[config.mk]
export PLATFORM = sky130hd
export DESIGN_NAME = ospi_ram_arbiter
export DESIGN_NICKNAME = d
export VERILOG_FILES = /design/src/rtl/ospi_pkg.sv /design/src/rtl/ram_burst_addr_gen.sv /design/src/rtl/ospi_ram_arbiter.sv
export SDC_FILE = /design/constraint.sdc
export NUM_CORES = 1
export LEC_CHECK = 0
export CORE_MARGIN = 1
export CORE_UTILIZATION = 35
export CTS_CLUSTER_DIAMETER = 150
export DETAILED_ROUTE_END_ITERATION = 8
export PLACE_DENSITY = 0.65
export SYNTH_ARGS = -nofsm -noshare
export SYNTH_HDL_FRONTEND = slang
export SYNTH_SLANG_ARGS = --single-unit
[constraint.sdc]
create_clock -name clk -period 3.3 [get_ports clk]
set_input_delay 0.66 -clock clk [delete_from_list [all_inputs] [get_ports clk]]
set_output_delay 0.66 -clock clk [all_outputs]
set_load 0.02 [all_outputs]
[src/rtl/ospi_pkg.sv]
`default_nettype none
// ospi_pkg: shared OSPI opcodes, frame-RAM width defaults and arbiter state type.
// Revision 1.0
package ospi_pkg;

  localparam int ADDR_W_DEFAULT = 18;
  localparam int DATA_W_DEFAULT = 8;
  localparam int LEN_W          = 8;

  localparam logic [7:0] CMD_WRITE = 8'hA0;
  localparam logic [7:0] CMD_READ  = 8'h20;

  typedef enum logic [1:0] {
    IDLE = 2'd0,
    L_WR = 2'd1,
    L_RD = 2'd2
  } arb_state_t;

endpackage
`default_nettype wire

[src/rtl/ram_burst_addr_gen.sv]
`default_nettype none
// ram_burst_addr_gen: burst start/length capture, per-beat address advance and last-beat flag.
// Revision 1.0
module ram_burst_addr_gen
  import ospi_pkg::*;
#(
  parameter int ADDR_W = ADDR_W_DEFAULT
) (
  input  logic              clk,
  input  logic              reset_n,
  input  logic              load,
  input  logic [ADDR_W-1:0] start_addr,
  input  logic [LEN_W-1:0]  len,
  input  logic              advance,
  output logic [ADDR_W-1:0] addr,
  output logic              last
);

  logic [LEN_W-1:0] len_q;
  logic [LEN_W-1:0] count;

  // Address increments at full ADDR_W width, so it wraps to zero past the top of RAM.
  always_ff @(posedge clk) begin
    if (!reset_n) begin
      addr  <= '0;
      len_q <= '0;
      count <= '0;
    end else if (load) begin
      addr  <= start_addr;
      len_q <= len;
      count <= '0;
    end else if (advance) begin
      addr  <= addr + ADDR_W'(1);
      count <= count + LEN_W'(1);
    end
  end

  assign last = (count == len_q);

endmodule
`default_nettype wire

[src/rtl/ospi_ram_arbiter.sv]
`default_nettype none
// ospi_ram_arbiter: frame-RAM sharing between the OSPI slave port (absolute priority)
// and the local burst engine. Revision 1.0
module ospi_ram_arbiter
  import ospi_pkg::*;
#(
  parameter int ADDR_W       = ADDR_W_DEFAULT,
  parameter int DATA_W       = DATA_W_DEFAULT,
  parameter int STARVE_LIMIT = 64
) (
  input  logic              clk,
  input  logic              reset_n,
  input  logic              a_en,
  input  logic              a_we,
  input  logic [ADDR_W-1:0] a_addr,
  input  logic [DATA_W-1:0] a_wdata,
  output logic [DATA_W-1:0] a_rdata,
  input  logic              l_cmd_valid,
  output logic              l_cmd_ready,
  input  logic              l_cmd_we,
  input  logic [ADDR_W-1:0] l_cmd_addr,
  input  logic [LEN_W-1:0]  l_cmd_len,
  input  logic              l_wdata_valid,
  output logic              l_wdata_ready,
  input  logic [DATA_W-1:0] l_wdata,
  output logic              l_rdata_valid,
  output logic [DATA_W-1:0] l_rdata,
  output logic              l_busy,
  output logic              l_starve,
  output logic              ram_en,
  output logic              ram_we,
  output logic [ADDR_W-1:0] ram_addr,
  output logic [DATA_W-1:0] ram_wdata,
  input  logic [DATA_W-1:0] ram_rdata
);

  localparam int STARVE_W = $clog2(STARVE_LIMIT + 1);
  localparam logic [STARVE_W-1:0] STARVE_MAX  = STARVE_W'(STARVE_LIMIT);
  localparam logic [STARVE_W-1:0] STARVE_TRIP = STARVE_W'(STARVE_LIMIT - 1);

  arb_state_t          state;
  logic [STARVE_W-1:0] starve_cnt;
  logic [ADDR_W-1:0]   beat_addr;
  logic                beat_last;
  logic                wr_issue;
  logic                rd_issue;
  logic                l_issue;
  logic                cmd_accept;
  logic                beat_lost;

  // L only gets the RAM on cycles A leaves idle; gating with reset_n keeps the RAM
  // quiet during the reset cycle itself.
  assign wr_issue   = reset_n && (state == L_WR) && !a_en && l_wdata_valid;
  assign rd_issue   = reset_n && (state == L_RD) && !a_en;
  assign l_issue    = wr_issue || rd_issue;
  assign cmd_accept = reset_n && (state == IDLE) && l_cmd_valid;
  // A write beat that is not yet offered has not lost anything.
  assign beat_lost  = a_en && ((state == L_RD) || ((state == L_WR) && l_wdata_valid));

  assign l_wdata_ready = wr_issue;
  assign ram_en        = a_en || l_issue;
  assign ram_we        = a_en ? a_we    : wr_issue;
  assign ram_addr      = a_en ? a_addr  : beat_addr;
  assign ram_wdata     = a_en ? a_wdata : l_wdata;
  assign a_rdata       = ram_rdata;
  assign l_rdata       = ram_rdata;

  ram_burst_addr_gen #(
    .ADDR_W(ADDR_W)
  ) u_addr_gen (
    .clk       (clk),
    .reset_n   (reset_n),
    .load      (cmd_accept),
    .start_addr(l_cmd_addr),
    .len       (l_cmd_len),
    .advance   (l_issue),
    .addr      (beat_addr),
    .last      (beat_last)
  );

  always_ff @(posedge clk) begin
    if (!reset_n) begin
      state         <= IDLE;
      l_cmd_ready   <= 1'b1;
      l_rdata_valid <= 1'b0;
      l_busy        <= 1'b0;
      l_starve      <= 1'b0;
      starve_cnt    <= '0;
    end else begin
      // Only L read beats raise the response flag, so A read data never reaches L.
      l_rdata_valid <= rd_issue;
      case (state)
        IDLE: begin
          starve_cnt <= '0;
          l_starve   <= 1'b0;
          if (l_cmd_valid) begin
            state       <= l_cmd_we ? L_WR : L_RD;
            l_cmd_ready <= 1'b0;
            l_busy      <= 1'b1;
          end else begin
            l_busy <= 1'b0;
          end
        end
        L_WR, L_RD: begin
          if (l_issue) begin
            starve_cnt <= '0;
            if (beat_last) begin
              state       <= IDLE;
              l_cmd_ready <= 1'b1;
              l_busy      <= rd_issue;
              l_starve    <= 1'b0;
            end
          end else if (beat_lost) begin
            if (starve_cnt != STARVE_MAX) begin
              starve_cnt <= starve_cnt + STARVE_W'(1);
            end
            if (starve_cnt >= STARVE_TRIP) begin
              l_starve <= 1'b1;
            end
          end
        end
        default: begin
          state       <= IDLE;
          l_cmd_ready <= 1'b1;
          l_busy      <= 1'b0;
        end
      endcase
    end
  end

endmodule
`default_nettype wire

; ---- Yosys cells after proc, flatten, opt, wreduce, memory -nomap -nowiden
; Cells that the tools add are included.
; Widths: inputs -> output; s select.
[op_classes]
add_sub_neg = 3
n_lt_le_gt_ge = 1
n_eq_ne = 11
muxes = 27
bitwise = 1
n_reduce_logical = 22
[ops]
columns = operator, n
row1 = $mux 18, 3
row2 = $mux 7, 3
row3 = $add 18x1->18 const B, 1
row4 = $pmux 7 s2, 1
row5 = $ne 3x3->1 const B, 4
row6 = $mux 1, 11
row7 = $logic_and 1x1->1, 9
row8 = $add 8x1->8 const B, 1
row9 = $eq 8x8->1, 1
row10 = $mux 2, 4
row11 = $mux 8, 1
row12 = $add 7x1->7 const B, 1
row13 = $ge 7x6->1 const B, 1
row14 = $ne 7x7->1 const B, 1
row15 = $ne 2x2->1 const B, 3
row16 = $pmux 1 s2, 3
row17 = $reduce_and 3->1, 2
row18 = $pmux 2 s2, 1
row19 = $reduce_and 4->1, 1
row20 = $reduce_bool 2->1, 2
row21 = $reduce_or 2->1, 2
row22 = $logic_or 1x1->1, 3
row23 = $eq 2x1->1 const B, 1
row24 = $eq 2x2->1 const B, 1
row25 = 4 further kinds, 4
[word_totals]
reg_bits = 47
word_cells = 74

; ---- Logic depth before layout (Yosys ltp)
[depth]
depth_word = 7
ltp_mapped = 8

; ---- Cells and area by module
; A second synthesis with hierarchy kept.
[unflattened]
cells_unflattened = 329
area_unflattened_um2 = 2905.3
[modules_own_cells]
columns = module, instances, cells_each, area_each_um2
row1 = ram_burst_addr_gen, 1, 188, 1666.6
row2 = ospi_ram_arbiter, 1, 141, 1238.7

; ---- Worst setup path after synthesis
; OpenSTA, ideal clock, no wires.
[synth_timing]
path_kind = input to output
start = input a_en
end = output ram_addr[0]
t_arrival_ns = 1.589
required_time_ns = 2.640
slack_ns = 1.051
stages = 3
n_path_buf = 2
cell_sequence = buf_2 -> buf_1 -> mux2_2
[synth_between]
elab_chain_cells = 1
[synth_lines]
columns = item, line_no
row1 = "start, declared", ospi_ram_arbiter.sv:13  ; input logic a_en,
row2 = $mux 18, ospi_ram_arbiter.sv:63  ; assign ram_addr = a_en ? a_addr : beat_addr;
row3 = "end, declared", ospi_ram_arbiter.sv:32  ; output logic [ADDR_W-1:0] ram_addr,
; No other way between the ends.

; ---- Final worst setup path
[layout_timing]
start = input a_en
end = output ram_we
[layout_between]
elab_chain_cells = 4
[layout_lines]
columns = item, line_no
row1 = $logic_not 1->1, ospi_ram_arbiter.sv:53  ; assign wr_issue = reset_n && (state == L_WR) && !a_en && l_wdata_valid;
row2 = $logic_and 1x1->1 (2 in series), ospi_ram_arbiter.sv:53
row3 = $mux 1 (*), ospi_ram_arbiter.sv:62  ; assign ram_we = a_en ? a_we : wr_issue;
row4 = "end, declared", ospi_ram_arbiter.sv:31  ; output logic ram_we,
; Mark *: on every way between the ends. The rest lies on a longest branch, timed or not.

==> metrics.md <==
| Metric | Value |
|---|---|
| Max Clk Rate | `0.3310 GHz` |
| Fill cell count | `770` |
| Ranking of synthesized cells by area | `dfxtp_1 (33%), mux2_2 (10%), xnor2_1 (8.1%)` |
| Rel. slew slack | `63.48%` |
| Cell Area, Synth | `2828 um2` |
| Initial core utilization | `36.40%` |
| Share of the synthesized area in the top cell type | `33.27%` |
| Layout area overhead | `39.42%` |
| P per Cell Area | `405.5 nW/um2` |
| Leakage | `1.402 nW` |
| Largest net degree at the start of global routing | `37` |
| Antenna Nets Post-Route | `0` |
| Setup TNS | `0 ps` |
| Most frequent cells in the layout | `clkdlybuf4s50_1 (99), dfxtp_1 (47), nand2_1 (34)` |
| I/O pin total | `124` |
| Hold_sp | `u_addr_gen.len_q[5]` |
| Chip width | `91.89 um` |
| Kind of cell adding the most delay to the critical path | `buffers and inverters` |
| WP data required | `2640 ps` |
| Worst skew pair latency | `300 ps` |
| Worst EP arrival | `2360 ps` |
| Gpl congestion | `0.7939` |
| Netlist cell types | `44` |
| Clock Sinks | `47` |
| Total gr overflow | `0` |
| Post-route clock period utilization | `91.54%` |
| CTS root buffer | `clkbuf_8` |
| Routed len/inst | `14.07 um` |
| Drt first pass iters | `4` |
| Worst Hold Depth | `2` |
| Slowest CP cell | `clkdlybuf4s50_1` |
| Biggest area consumer among synthesized cells | `dfxtp_1` |
| Num CTS Buffers | `5` |
| Vias after detailed routing | `2595` |
| Most common cell after layout, fill and taps aside | `clkdlybuf4s50_1` |
| N_diodes | `0` |
| Setup violations, final | `0` |
| Final worst slack | `279.1 ps` |
| Max H-tree Level | `2` |
| Buf/Inv on CP | `3` |
| Hold_ws | `472.7 ps` |
| Critical-path maximum fanout | `34` |
| Nets | `492` |
| Min-delay worst type | `reg -> reg` |
| Fin. max-slew vios | `0` |
| Final Critical Period | `3021 ps` |
| Clock-pin slew on the worst setup and hold paths | `80 ps` |
| Post-CTS sizing | `0` |
| First-pass GRT wire length | `11390 um` |
| CP peak stage delay | `590 ps` |
| RSZ-0062 raised after global routing | `false` |
| GRT Util Overall | `16.78%` |
| Layout cell share with drive strength beyond 1 | `11.22%` |
| FF-to-FF path depth | `6` |
| Setup Buffers After CTS | `0` |
| Hold path endpoint | `u_addr_gen.len_q[5]` |
| Final Util | `50.76%` |
| Vias in the first global route | `2397` |
| Max_cap viols | `0` |
| Initial antenna violation count | `0` |
| Worst VDD drop | `0.2353 mV` |
| CTS tree | `done` |
| Mean area per synthesized cell | `8.595 um2` |
| Cell count after synthesis | `329` |
| Die H | `91.89 um` |
| Synth Register Bits | `47` |
| Final hold vios | `0` |
| WL final | `7206 um` |
| CP cell instances | `clkdlybuf4s50_1, buf_12, nor2b_4, and3_1, a21o_1, clkdlybuf4s50_1` |
| Port Buffer Count | `99` |
| CTS max path bufs | `2` |
| Startpoint types | `input port` |
| R2r startpoint | `state[0]` |
| Die area | `8443 um2` |
| Cells after DPL | `504` |
| Sequential area share after synthesis | `33.27%` |
| Core area | `7767 um2` |
| CTS Hold Bufs | `0` |
| Crit path top cell by count | `clkdlybuf4s50_1` |
| Worst-Margin Slew | `547.1 ps` |
| Clk_skew | `7.469 ps` |
| Detail Placement HPWL | `5385 um` |
| Status | `completed` |
| Post-Layout Cell Count | `512` |
| Async SR Flop Fraction | `0%` |
| Yosys Warn Count | `0` |
| CP Capture Type | `primary output` |
| Post-synth EDFFs | `0` |
| Reg2reg setup slack | `1330 ps` |
| RR Endpoint | `starve_cnt[1]` |
| Drt drc | `0` |
| Crit Path Class | `in -> out` |
| Site row count | `32` |
| Prevailing post-synth register cell | `dfxtp_1` |
| DRT iter0 DRCs | `115` |
| Syn nets | `412` |
| Vias per cell | `5.068` |
| Pre-CTS WS | `261.4 ps` |
## logic make-up after synthesis
logic type	share of synthesized area [%]
compound gates	14.16
xor+xnor	10.22
fa+ha+maj	3.540
buf+inv	7.920
flops	33.27
mux	10.71
simple gates	20.18
## power by group
group | switching (mW) | internal, mW
registers | 0.0456 | 0.609
logic | 0.211 | 0.234
clock network | 0.197 | 0.302
total | 0.454 | 1.14
## worst reg2reg max path, stage by stage (launching register included)
cell and delay, ps:
dfxtp_1 380, inv_1 100, ha_1 440, nand2b_1 190, o21a_1 350, mux2_2 380, nor2_1 80
## per-stage QoR
stage / instance area (um2) / power (mW)
2_1_floorplan: 2828 / 0.9446
3_3_place_gp: 3806 / 1.104
3_5_place_dp: 3806 / 1.112
4_1_cts: 3943 / 1.617
5_1_grt: 3943 / 1.676
6_report: 3943 / 1.599
## state kept, by name, indices dropped and copies added (netlist names)
name	count
l_busy	1
l_cmd_ready	1
l_rdata_valid	1
l_starve	1
starve_cnt	7
state	2
u_addr_gen.addr	18
u_addr_gen.count	8
u_addr_gen.len_q	8
## synth_stat cells (all sizes together), types with 3 or more instances
cell type   n
xnor2      26
ha          8
buf        23
clkbuf      8
nor3       10
xor2        7
and3        5
mux2       26
nor4        3
inv         9
nand3      14
o21ai      21
or3         5
nand2      35
and4        3
nand2b      3
nor2       17
nand4       7
a21oi      31
dfxtp      47
## cell type report
| cell class | count | area [um2] | area share [%] |
|---|---|---|---|
| clock buffer | 5 | 68.82 | 1.745 |
| clock inverter | 3 | 67.56 | 1.714 |
| inverter | 9 | 33.78 | 0.8569 |
| multi-input combinational | 242 | 1663 | 42.18 |
| sequential | 47 | 940.9 | 23.87 |
| tap | 102 | 127.6 | 3.237 |
| timing repair buffer | 104 | 1041 | 26.40 |
## metal layers
metal / up-vias / wire length (um) / share of wire [%] / track usage (%)
li1: 1296 / - / - / -
met1: 1216 / 3199 / 44 / 21.32
met2: 78 / 3464 / 48 / 28.54
met3: 5 / 496 / 6.9 / 4.063
met4: 0 / 46 / 0.64 / 3.906
met5: - / 0 / 0 / 0
## worst max path at each step
stage                     cells after the start     endpoint  from
after floorplan                               3  ram_addr[0]  a_en
after global routing                          6       ram_we  a_en
after CTS                                     6       ram_we  a_en
final                                         6       ram_we  a_en
after detailed placement                      6       ram_we  a_en
after global placement                        6       ram_we  a_en
(Power assumes the default switching activity.)
